File: config.mk
export PLATFORM = sky130hd
export DESIGN_NAME = mult_div_unit_flat
export DESIGN_NICKNAME = d
export VERILOG_FILES = /design/src/rtl/multdiv_pkg.sv /design/src/rtl/mult_div_unit_if.sv /design/src/rtl/div_restore_step.sv /design/src/rtl/mult_div_unit.sv /design/src/flat_wrapper.sv
export SDC_FILE = /design/constraint.sdc
export NUM_CORES = 1
export LEC_CHECK = 0
export CAP_MARGIN = 15
export CORE_ASPECT_RATIO = 0.8
export CORE_UTILIZATION = 30
export DETAILED_ROUTE_END_ITERATION = 16
export GPL_ROUTABILITY_DRIVEN = 0
export PLACE_DENSITY = 0.45
export SLEW_MARGIN = 20
export SYNTH_ARGS = -nofsm -noshare
export SYNTH_HDL_FRONTEND = slang
export SYNTH_SLANG_ARGS = --single-unit
File: constraint.sdc
create_clock -name clock -period 5.87 [get_ports clock]
set_input_delay 0.8805 -clock clock [delete_from_list [all_inputs] [get_ports clock]]
set_output_delay 0.8805 -clock clock [all_outputs]
set_load 0.02 [all_outputs]
File: src/rtl/multdiv_pkg.sv
// Shared state encoding, width and magnitude helper for mult_div_unit.
// Optional unsigned support is selected by MULTDIV_UNSIGNED_EN (see mult_div_unit).
package multdiv_pkg;

  localparam int MD_WIDTH = 32;

  typedef enum logic [2:0] {IDLE, MULT, DIV, FIX, DONE} md_state_t;

  // Two's-complement magnitude; 0x80000000 maps to itself, which is the correct unsigned magnitude.
  function automatic logic [MD_WIDTH-1:0] abs_w(input logic [MD_WIDTH-1:0] v);
    return v[MD_WIDTH-1] ? (~v + 1'b1) : v;
  endfunction

endpackage

File: src/rtl/mult_div_unit_if.sv
// Start/operand/result bundle between the control unit (master) and mult_div_unit (slave).
// MULTDIV_UNSIGNED_EN adds the unsigned_op qualifier.
interface mult_div_unit_if #(parameter int WIDTH = multdiv_pkg::MD_WIDTH);

  logic             start_mult;
  logic             start_div;
  logic [WIDTH-1:0] a;
  logic [WIDTH-1:0] b;
  logic             busy;
  logic             done;
  logic             div_zero;
  logic [WIDTH-1:0] hi;
  logic [WIDTH-1:0] lo;

`ifdef MULTDIV_UNSIGNED_EN
  logic             unsigned_op;

  modport master (output start_mult, start_div, a, b, unsigned_op,
                  input  busy, done, div_zero, hi, lo);
  modport slave  (input  start_mult, start_div, a, b, unsigned_op,
                  output busy, done, div_zero, hi, lo);
`else
  modport master (output start_mult, start_div, a, b,
                  input  busy, done, div_zero, hi, lo);
  modport slave  (input  start_mult, start_div, a, b,
                  output busy, done, div_zero, hi, lo);
`endif

endinterface

File: src/rtl/div_restore_step.sv
// One combinational restoring-division iteration on unsigned magnitudes.
module div_restore_step #(
  parameter int WIDTH = 32
) (
  input  logic [WIDTH-1:0] rem_i,
  input  logic [WIDTH-1:0] quo_i,
  input  logic [WIDTH-1:0] divisor_i,
  output logic [WIDTH-1:0] rem_o,
  output logic [WIDTH-1:0] quo_o
);

  logic [WIDTH:0] shifted;
  logic [WIDTH:0] diff;
  logic           ge;

  always_comb begin
    shifted = {rem_i, quo_i[WIDTH-1]};
    diff    = shifted - {1'b0, divisor_i};
    // A set top bit already exceeds any divisor; otherwise diff[WIDTH] is the borrow.
    ge      = shifted[WIDTH] | ~diff[WIDTH];
    rem_o   = ge ? diff[WIDTH-1:0] : shifted[WIDTH-1:0];
    quo_o   = {quo_i[WIDTH-2:0], ge};
  end

endmodule

File: src/rtl/mult_div_unit.sv
// Multicycle signed MULT (radix-2 Booth) / DIV (restoring + sign fix) unit producing HI/LO.
// Define MULTDIV_UNSIGNED_EN to add unsigned_op (MULTU/DIVU); default build is signed only.
//
// state | meaning
// IDLE  | waiting for a start strobe
// MULT  | WIDTH Booth iterations
// DIV   | WIDTH restoring iterations on magnitudes
// FIX   | quotient/remainder sign correction, loads HI/LO
// DONE  | one-cycle completion pulse
module mult_div_unit
  import multdiv_pkg::*;
#(
  parameter int WIDTH = MD_WIDTH
) (
  input  logic          clock,
  input  logic          reset,
  mult_div_unit_if.slave io
);

  localparam int CW = $clog2(WIDTH + 1);

  md_state_t        state_q, state_d;
  logic [WIDTH:0]   acc_q, m_q, booth_sum, booth_acc;
  logic [WIDTH-1:0] q_q, booth_q, hi_q, lo_q, rem_nx, quo_nx;
  logic [CW-1:0]    cnt_q;
  logic             q1_q, ucorr_q, qsign_q, rsign_q, div_zero_q;
  logic             uns, last_step;

`ifdef MULTDIV_UNSIGNED_EN
  assign uns = io.unsigned_op;
`else
  assign uns = 1'b0;
`endif

  assign last_step = (cnt_q == CW'(1));

  always_comb begin
    case ({q_q[0], q1_q})
      2'b01:   booth_sum = acc_q + m_q;
      2'b10:   booth_sum = acc_q - m_q;
      default: booth_sum = acc_q;
    endcase
    booth_acc = {booth_sum[WIDTH], booth_sum[WIDTH:1]};
    booth_q   = {booth_sum[0], q_q[WIDTH-1:1]};
  end

  div_restore_step #(.WIDTH(WIDTH)) u_div_step (
    .rem_i     (acc_q[WIDTH-1:0]),
    .quo_i     (q_q),
    .divisor_i (m_q[WIDTH-1:0]),
    .rem_o     (rem_nx),
    .quo_o     (quo_nx)
  );

  always_ff @(posedge clock or negedge reset) begin
    if (!reset) begin
      state_q    <= IDLE;
      acc_q      <= '0;
      m_q        <= '0;
      q_q        <= '0;
      q1_q       <= 1'b0;
      cnt_q      <= '0;
      ucorr_q    <= 1'b0;
      qsign_q    <= 1'b0;
      rsign_q    <= 1'b0;
      div_zero_q <= 1'b0;
      hi_q       <= '0;
      lo_q       <= '0;
    end else begin
      state_q <= state_d;
      case (state_q)
        IDLE: begin
          if (io.start_mult) begin
            acc_q      <= '0;
            q_q        <= io.b;
            q1_q       <= 1'b0;
            m_q        <= {~uns & io.a[WIDTH-1], io.a};
            cnt_q      <= CW'(WIDTH);
            // Unsigned multiplier with MSB set needs one more +M<<WIDTH to undo the signed read of b.
            ucorr_q    <= uns & io.b[WIDTH-1];
            div_zero_q <= 1'b0;
          end else if (io.start_div) begin
            if (io.b == '0) begin
              div_zero_q <= 1'b1;
            end else begin
              acc_q      <= '0;
              q_q        <= uns ? io.a : abs_w(io.a);
              m_q        <= {1'b0, (uns ? io.b : abs_w(io.b))};
              cnt_q      <= CW'(WIDTH);
              qsign_q    <= ~uns & (io.a[WIDTH-1] ^ io.b[WIDTH-1]);
              rsign_q    <= ~uns & io.a[WIDTH-1];
              div_zero_q <= 1'b0;
            end
          end
        end
        MULT: begin
          acc_q <= booth_acc;
          q_q   <= booth_q;
          q1_q  <= q_q[0];
          cnt_q <= cnt_q - CW'(1);
          if (last_step) begin
            hi_q <= booth_acc[WIDTH-1:0] + (ucorr_q ? m_q[WIDTH-1:0] : '0);
            lo_q <= booth_q;
          end
        end
        DIV: begin
          acc_q <= {1'b0, rem_nx};
          q_q   <= quo_nx;
          cnt_q <= cnt_q - CW'(1);
        end
        FIX: begin
          hi_q <= rsign_q ? -acc_q[WIDTH-1:0] : acc_q[WIDTH-1:0];
          lo_q <= qsign_q ? -q_q : q_q;
        end
        default: ;
      endcase
    end
  end

  always_comb begin
    state_d = state_q;
    case (state_q)
      IDLE: begin
        if (io.start_mult)     state_d = MULT;
        else if (io.start_div) state_d = (io.b == '0) ? DONE : DIV;
      end
      MULT:    if (last_step) state_d = DONE;
      DIV:     if (last_step) state_d = FIX;
      FIX:     state_d = DONE;
      DONE:    state_d = IDLE;
      default: state_d = IDLE;
    endcase
  end

  always_comb begin
    io.busy = 1'b0;
    io.done = 1'b0;
    case (state_q)
      MULT, DIV, FIX: io.busy = 1'b1;
      DONE:           io.done = 1'b1;
      default: ;
    endcase
  end

  assign io.hi       = hi_q;
  assign io.lo       = lo_q;
  assign io.div_zero = div_zero_q;

endmodule

File: src/flat_wrapper.sv
// flat-port wrapper written by rule: the top's interface ports become plain ports
module mult_div_unit_flat import multdiv_pkg::*;
#(
  parameter int WIDTH = MD_WIDTH
)
  (clock, reset, io_start_mult, io_start_div, io_a, io_b, io_busy, io_done, io_div_zero, io_hi, io_lo);
  mult_div_unit_if #(.WIDTH(WIDTH)) io_i ();
  input  logic clock;
  input  logic reset;
  input wire logic [$bits(io_i.start_mult)-1:0] io_start_mult;
  input wire logic [$bits(io_i.start_div)-1:0] io_start_div;
  input wire logic [$bits(io_i.a)-1:0] io_a;
  input wire logic [$bits(io_i.b)-1:0] io_b;
  output wire logic [$bits(io_i.busy)-1:0] io_busy;
  output wire logic [$bits(io_i.done)-1:0] io_done;
  output wire logic [$bits(io_i.div_zero)-1:0] io_div_zero;
  output wire logic [$bits(io_i.hi)-1:0] io_hi;
  output wire logic [$bits(io_i.lo)-1:0] io_lo;
  assign io_i.start_mult = io_start_mult;
  assign io_i.start_div = io_start_div;
  assign io_i.a = io_a;
  assign io_i.b = io_b;
  assign io_busy = io_i.busy;
  assign io_done = io_i.done;
  assign io_div_zero = io_i.div_zero;
  assign io_hi = io_i.hi;
  assign io_lo = io_i.lo;
  mult_div_unit #(.WIDTH(WIDTH)) u_core (.clock(clock), .reset(reset), .io(io_i));
endmodule
==> metrics.md, run 1 <==
| Metric | Value |
|---|---|
| Synthesized flop and latch total | 175 |
| Rows | 73 |
| Placed cell areas | 0.01737 mm² |
| Cells after synthesis | 2022 |
| CTS tree | yes |
| Starting Density | 0.3067 |
| Largest net degree at the start of global routing | 101 |
| Drt wl/cell | 21.41 µm |
| Slew HR | 0.2805 |
| Unrepaired setup endpoints after global routing | false |
| Slew Viols, Final | 0 |
| LEAKAGE | 7.306 nW |
| CTS sink count | 175 |
| Worst-case clock buffer depth | 2 |
| CTS Hold Bufs | 0 |
| Max-cap viol count | 0 |
| Synth Area in Adders | 0.06106 |
| Drt pass-1 iters | 5 |
| Setup slack at placement | 0.7471 ns |
| Status | complete, no violations |
| Area grow syn2layout | 16.57% |
| Distinct cells, synth | 72 |
| Synth Area in Simple Gates | 0.1998 |
| Gr usage total | 0.2274 |
| Vias per std cell | 5.465 |
| Largest family of logic cells by synthesized area | compound AO/OA/AOI/OAI gates |
| Crit path DAT | 5.29 ns |
| H-tree depth | 4 |
| Filler cells | 5295 |
| # diodes | 0 |
| HPWL Detailed | 46400 µm |
| CP peak stage delay | 0.39 ns |
| Vias | 15.07k |
| Ports | 135 |
| Synth async-reset ratio | 1.000 |
| Avg Cell Area, Syn | 7.620 µm² |
| Post-route DRC violation count | 0 |
| Buffers plus inverters on the worst setup path | 1 |
| XOR/XNOR share of the synthesized area | 0.1165 |
| Final setup viols | 0 |
| Routed WL | 59060 µm |
| FMAX | 0.2034 GHz |
| Final min period | 4.917 ns |
| DRC marker count from the first detailed-route iteration | 1274 |
| CTS resizes | 0 |
| EDFF count, synth | 0 |
| Final Hold Vio Count | 0 |
| Chip height | 204.7 µm |
| Power Density | 729.6 mW/mm² |
| DRT antenna net count | 0 |
| Critical Path RT | 6.24 ns |
| Area of the core | 0.05024 mm² |
| Crit path capture type | flip-flop |
| Sequential cell area fraction in the yosys report | 0.2842 |
| Yosys Warn Count | 0 |
| Mux contribution to synthesized area | 0.02063 |
| Cell count of the worst reg-to-reg path | 18 |
| Worst path depth | 18 |
| Final Cycle Share | 0.8376 |
| Crit-path cells | inv_1 -> ha_1 -> and3_1 -> nor3b_1 -> and2_1 -> a21oi_1 -> xnor2_1 -> ha_1 -> a21o_1 -> or2_2 -> a31o_2 -> a2111oi_0 -> o21ai_0 -> nand3_1 -> o21ai_0 -> o41ai_1 -> xnor2_1 -> a311o_1 |
| Cell area after synthesis | 0.01541 mm² |
| Worst-skew pair later-pin latency | 0.49 ns |
| Max IR drop VDD | 343.7 µV |
| Initial antenna violation count | 0 |
| Slew of the pin with the lowest slew margin | 1.068 ns |
| HP Class | input port to asynchronous set/reset pin |
| Worst-path fanout max | 6 |
| Slowest cell on crit path | dfrtp_1 |
| First-pass GRT wire length | 90080 µm |
| Share of cells above drive strength 1 | 0.04849 |
| Syn_nets | 2164 |
| Root Driver | clkbuf_16 |
| WS Path Type | flip-flop to flip-flop |
| Startpoint types | flip-flop |
| CTS buffer count | 17 |
| Layout Skew | 0.01244 ns |
| Setup Fix Bufs, Post-CTS | 0 |
| Design Area, Final | 0.01796 mm² |
| Compound-Gate Fraction of Synth Area | 0.2685 |
| Main synth FF type | dfrtp_1 |
| Post-layout util | 0.3575 |
| Die Width | 255.4 µm |
| Vias in the first global route | 13.95k |
| Remaining Overflow, GRT | 0 |
| Setup ws final | 0.9535 ns |
| Setup TNS | 0 ns |
| Die area | 0.05228 mm² |
| Fin nets | 2213 |
| Delay-heaviest family, CP | compound AO/OA/AOI/OAI gates |
| IO Port Bufs | 134 |
| CTS clk-pin slew, worst paths | 0.07 ns |
## routing by layer
| metal | GRT usage | share of wire |
|---|---|---|
| met1 | 0.3613 | 0.54 |
| met2 | 0.2997 | 0.38 |
| met3 | 0.04912 | 0.067 |
| met4 | 0.05379 | 0.013 |
| met5 | 0 | 0 |
## worst reg2reg max path, stage by stage (launching register included)
cell       delay, ns
dfrtp_1         0.39
inv_1           0.16
ha_1            0.19
and3_1          0.23
nor3b_1         0.34
and2_1          0.26
a21oi_1         0.10
xnor2_1         0.37
ha_1            0.39
a21o_1          0.23
or2_2           0.31
a31o_2          0.24
a2111oi_0       0.32
o21ai_0         0.19
nand3_1         0.15
o21ai_0         0.10
o41ai_1         0.31
xnor2_1         0.14
a311o_1         0.36
## synthesized netlist by cell type (6+ instances only)
cell,count,area [µm²]
or4_1,9,67.56
a31oi_1,58,362.9
nor2b_1,10,62.56
or2_2,10,62.56
nor4_1,17,106.4
nand2b_1,23,143.9
a211o_1,7,61.31
o41ai_1,20,175.2
xor2_1,92,805.8
o22ai_1,9,56.30
o21bai_1,9,67.56
xnor2_1,113,989.7
o211ai_1,18,135.1
nor2_1,206,773.2
nand3_1,37,185.2
clkbuf_1,118,442.9
a22oi_1,19,142.6
a21o_1,32,240.2
o21ai_0,198,991.0
and3_1,14,87.58
a211oi_1,13,97.59
inv_1,58,217.7
dfrtp_1,175,4379
ha_1,72,900.9
nand2_1,276,1036
and2_1,12,75.07
o31ai_1,36,270.3
mux2_2,6,67.56
nor3_1,24,120.1
a222oi_1,8,80.08
a21oi_1,150,750.7
a221o_1,8,80.08
a221oi_1,22,192.7
mux2i_1,25,250.2
buf_1,13,48.80
or3_1,25,156.4
## sequential cells by signal, summed over array words and instances, names as in the netlist, 3 cells and up
register	flops
u_core.m_q	33
u_core.acc_q	33
u_core.io.lo	32
u_core.io.hi	32
u_core.q_q	32
u_core.state_q	3
u_core.cnt_q	6
## final timing paths
kind | startpoint | endpoint | slack, ns
worst max-delay path | u_core.m_q[1]$_DFFE_PN0P_ | u_core.io.hi[28]$_DFFE_PN0P_ | 0.95
worst min-delay path | reset | u_core.acc_q[3]$_DFFE_PN0P_ | 0.45
worst max register to register | u_core.m_q[1]$_DFFE_PN0P_ | u_core.io.hi[28]$_DFFE_PN0P_ | 0.95
worst min register to register | u_core.m_q[1]$_DFFE_PN0P_ | u_core.m_q[1]$_DFFE_PN0P_ | 0.51
max in group asynchronous | reset | u_core.io.lo[26]$_DFFE_PN0P_ | 4.36
min in group clock | u_core.m_q[1]$_DFFE_PN0P_ | u_core.m_q[1]$_DFFE_PN0P_ | 0.51
## per-stage QoR
stage / hold WS [ns] / power, mW / std cells
6_report: 0.4490 / 13.10 / 2758
5_1_grt: 0.5078 / 14.16 / 2758
4_1_cts: 0.4676 / 13.01 / 2758
3_5_place_dp: 0.5005 / 11.77 / 2727
3_3_place_gp: 0.4947 / 11.72 / 2727
2_1_floorplan: 0.4659 / 8.711 / 2022
## where the power goes
group | total, mW | switching (mW) | internal (mW) | leakage, nW
clock | 1.21 | 0.556 | 0.650 | 0.277
combinational | 9.14 | 5.54 | 3.60 | 4.88
sequential | 2.76 | 0.968 | 1.79 | 2.15
## cells by family (layout without fill, tap and decap cells)
group | after synthesis | after routing
flops | 175 | 175
xor+xnor | 205 | 205
buf+inv | 196 | 257
mux | 31 | 31
fa+ha+maj | 74 | 74
simple gates | 687 | 687
compound gates | 654 | 654
## cells in the final DEF (no fill, tap or decap), types with 32 or more instances in the layout
cell type        netlist  final
nand2_1              276    274
nor2_1               206    204
o21ai_0              198    198
dfrtp_1              175    175
a21oi_1              150    150
clkdlybuf4s50_1        0    132
xnor2_1              113    113
xor2_1                92     92
ha_1                  72     72
inv_1                 58     58
a31oi_1               58     58
nand3_1               37     37
o31ai_1               36     36
a21o_1                32     32
buf_4                  2     32
## final cells by class
| class | instances | area [µm²] | share of cell area |
|---|---|---|---|
| clock buffers | 20 | 456.7 | 0.02543 |
| repair buffers | 167 | 1613 | 0.08979 |
| clock inverters | 11 | 132.6 | 0.007384 |
| well taps | 675 | 844.6 | 0.04702 |
| inverters | 59 | 221.5 | 0.01233 |
| multi-input cells | 1651 | 10310 | 0.5742 |
| flip-flops and latches | 175 | 4379 | 0.2438 |
No activity file was read; power rests on OpenSTA's default activity.
==> inputs of run 2 (changes only) <==
--- a/config.mk
+++ b/config.mk
@@ -10,7 +10,7 @@
 export CORE_UTILIZATION = 30
 export DETAILED_ROUTE_END_ITERATION = 16
 export GPL_ROUTABILITY_DRIVEN = 0
-export PLACE_DENSITY = 0.45
+export PLACE_DENSITY = 0.47
 export SLEW_MARGIN = 20
 export SYNTH_ARGS = -nofsm -noshare
 export SYNTH_HDL_FRONTEND = slang
==> constraint.sdc (replaced) <==
create_clock -name clock -period 4.1 [get_ports clock]
set_input_delay 0.615 -clock clock [delete_from_list [all_inputs] [get_ports clock]]
set_output_delay 0.615 -clock clock [all_outputs]
set_load 0.02 [all_outputs]
==> run 2 against run 1 <==
Compared with the run above: critical path type unchanged; via count is 5.3% higher; combinational power is 73% higher; power increased by 62%; largest cell class unchanged; sequential power up 37%; utilization rose by 3.6 points; hold slack got worse by 0.30 ns; highest routed layer is now met5.
==> metrics.md, run 2 (synthesized netlist as in run 1, its figures left out) <==
| Metric | Value |
|---|---|
| Chip height | 204.7 µm (unchanged) |
| Area grow syn2layout | 28.36% (was 16.57%) |
| Slew HR | 0.4140 (was 0.2805) |
| Crit path DAT | 4.40 ns (was 5.29 ns) |
| Startpoint types | flip-flop (unchanged) |
| Max-cap viol count | 0 (unchanged) |
| H-tree depth | 4 (unchanged) |
| FMAX | 0.2490 GHz (was 0.2034 GHz) |
| Setup ws final | 0.08452 ns (was 0.9535 ns) |
| Worst-case clock buffer depth | 2 (unchanged) |
| Max IR drop VDD | 486.3 µV (was 343.7 µV) |
| Commonest non-fill, non-tap cell in the layout | nand2_1 (unchanged) |
| Met1 wire length | 31470 µm (was 31680 µm) |
| CTS tree | yes (unchanged) |
| Largest net degree at the start of global routing | 81 (was 101) |
| IO Port Bufs | 134 (unchanged) |
| First-pass GRT wire length | 92370 µm (was 90080 µm) |
| Met3 routed WL | 4411 µm (was 3933 µm) |
| CTS sink count | 175 (unchanged) |
| Die Width | 255.4 µm (unchanged) |
| Metal2 WL | 24380 µm (was 22650 µm) |
| Final Hold Vio Count | 0 (unchanged) |
| Vias in the first global route | 14.64k (was 13.95k) |
| CP peak stage delay | 0.38 ns (was 0.39 ns) |
| Die area | 0.05228 mm² (unchanged) |
| Vias per std cell | 5.460 (was 5.465) |
| Post-layout util | 0.3937 (was 0.3575) |
| Delay-heaviest family, CP | simple AND/OR/NAND/NOR gates (was compound AO/OA/AOI/OAI gates) |
| Buffers plus inverters on the worst setup path | 4 (was 1) |
| Post-route DRC violation count | 0 (unchanged) |
| Vias | 15.87k (was 15.07k) |
| DR top layer | met5 (was met4) |
| # diodes | 0 (unchanged) |
| DRC marker count from the first detailed-route iteration | 1551 (was 1274) |
| HPWL Detailed | 48110 µm (was 46400 µm) |
| Worst-skew pair later-pin latency | 0.49 ns (about the same) |
| Drt wl/cell | 20.88 µm (was 21.41 µm) |
| Status | complete, no violations (unchanged) |
| Slowest cell on crit path | dfrtp_1 (unchanged) |
| Gr usage total | 0.2310 (was 0.2274) |
| Crit path top cell by count | buf_4 |
| Initial antenna violation count | 1 (was 0) |
| Layout Skew | 0.01431 ns (was 0.01244 ns) |
| Drt pass-1 iters | 6 (was 5) |
| Share of cells above drive strength 1 | 0.1492 (was 0.04849) |
| Power Density | 1073 mW/mm² (was 729.6 mW/mm²) |
| WS Path Type | flip-flop to flip-flop (unchanged) |
| Final min period | 4.015 ns (was 4.917 ns) |
| Area of the core | 0.05024 mm² (unchanged) |
| Root Driver | clkbuf_16 (unchanged) |
| Routed WL | 60710 µm (was 59060 µm) |
| Ports | 135 (unchanged) |
| Crit-path cells | inv_2 -> ha_4 -> and3_4 -> nor3b_4 -> and2_4 -> buf_4 -> a31oi_2 -> xnor2_1 -> ha_1 -> buf_4 -> nand3_1 -> a21oi_2 -> nand2_4 -> o41ai_4 -> a211oi_2 -> buf_4 -> nor2_1 -> xnor2_1 -> mux2i_2 -> nor2_1 -> a221o_1 (was inv_1 -> ha_1 -> and3_1 -> nor3b_1 -> and2_1 -> a21oi_1 -> xnor2_1 -> ha_1 -> a21o_1 -> or2_2 -> a31o_2 -> a2111oi_0 -> o21ai_0 -> nand3_1 -> o21ai_0 -> o41ai_1 -> xnor2_1 -> a311o_1) |
| HP Class | input port to asynchronous set/reset pin (unchanged) |
| Fin nets | 2361 (was 2213) |
| Crit path capture type | flip-flop (unchanged) |
| Worst-path fanout max | 5 (was 6) |
| Remaining Overflow, GRT | 0 (unchanged) |
| CTS buffer count | 17 (unchanged) |
| Critical Path RT | 4.48 ns (was 6.24 ns) |
| CTS clk-pin slew, worst paths | 0.08 ns (was 0.07 ns) |
| Most frequent cells in the layout | nand2_1 (271), nor2_1 (200), o21ai_0 (189), dfrtp_1 (175), buf_4 (168) (was nand2_1 (274), nor2_1 (204), o21ai_0 (198), dfrtp_1 (175), a21oi_1 (150)) |
| Setup slack at placement | -0.1955 ns (was 0.7471 ns) |
| Slew Viols, Final | 0 (unchanged) |
| Rows | 73 (unchanged) |
| Slew of the pin with the lowest slew margin | 0.8698 ns (was 1.068 ns) |
| Final setup viols | 0 (unchanged) |
| DRT antenna net count | 0 (unchanged) |
| Biggest regs | u_core.acc_q: 33 flops, u_core.m_q: 33 flops (unchanged) |
| LEAKAGE | 8.237 nW (was 7.306 nW) |
| Starting Density | 0.3067 (unchanged) |
| Final Cycle Share | 0.9794 (was 0.8376) |
| CTS Hold Bufs | 0 (unchanged) |
run 2: cell types whose count changed in the layout (fill, tap and decap cells not counted), moves of 5 or more:
cell,change
xnor2_1,-10
a21oi_1,-8
ha_1,-11
xnor2_2,+10
a31oi_1,-5
nand3_1,-5
buf_12,+6
a21oi_2,+7
buf_6,+5
buf_4,+136
o21ai_0,-9
a31oi_2,+5
ha_4,+7
o21ai_1,+5
run 2: path summary, 6_finish.rpt:
| path | startpoint | endpoint | slack, ns | depth (start not counted) |
|---|---|---|---|---|
| worst max-delay path | u_core.m_q[0]$_DFFE_PN0P_ | u_core.acc_q[25]$_DFFE_PN0P_ | 0.08 | 21 |
| worst min-delay path | reset | u_core.m_q[6]$_DFFE_PN0P_ | 0.15 | 1 |
| worst max register to register | u_core.m_q[0]$_DFFE_PN0P_ | u_core.acc_q[25]$_DFFE_PN0P_ | 0.08 | 21 |
| worst min register to register | u_core.rsign_q$_DFFE_PN0P_ | u_core.rsign_q$_DFFE_PN0P_ | 0.51 | 1 |
| min in group clock | u_core.rsign_q$_DFFE_PN0P_ | u_core.rsign_q$_DFFE_PN0P_ | 0.51 | 1 |
| max in group asynchronous | reset | u_core.io.lo[12]$_DFFE_PN0P_ | 3.01 | 2 |
run 2: routing by layer:
| metal | vias to the layer above | GRT usage |
|---|---|---|
| met1 | 7653 | 0.3665 |
| met5 | - | 0 |
| met4 | 2 | 0.03959 |
| met3 | 25 | 0.04689 |
| li1 | 7668 | - |
| met2 | 525 | 0.3145 |
run 2: stage by stage:
step	hold slack [ns]	cell area [µm²]	setup TNS, ns	std cells	total power [mW]
after floorplan	0.3194	15420	0	2022	12.48
after global placement	0.4903	18450	-0.4526	2860	17.84
after detailed placement	0.4962	18450	-0.5268	2860	17.94
after CTS	0.1765	19210	-0.02893	2903	19.89
after global routing	0.2105	19780	-0.5257	2907	22.81
final	0.1471	19780	0	2907	21.21
run 2: repair_timing:
action / 4_1_cts / 5_1_grt
resized for setup: 19 / 105
pin swaps: 15 / 44
buffers inserted: 11 / 11
setup endpoints to repair: 7 / 38
run 2: area by class of cell:
class,count,area (µm²)
Sequential cell,175,4379
Tap cell,675,844.6
Fill cell,5187,30460
Timing Repair Buffer,315,2825
Clock inverter,12,136.4
Clock buffer,20,446.7
Inverter,59,221.5
Multi-Input combinational cell,1651,10930
run 2: where the power goes:
| group | internal [mW] | total, mW | switching [mW] |
|---|---|---|---|
| registers | 2.57 | 3.77 | 1.20 |
| logic | 6.74 | 15.8 | 9.01 |
| clock network | 0.916 | 1.69 | 0.775 |
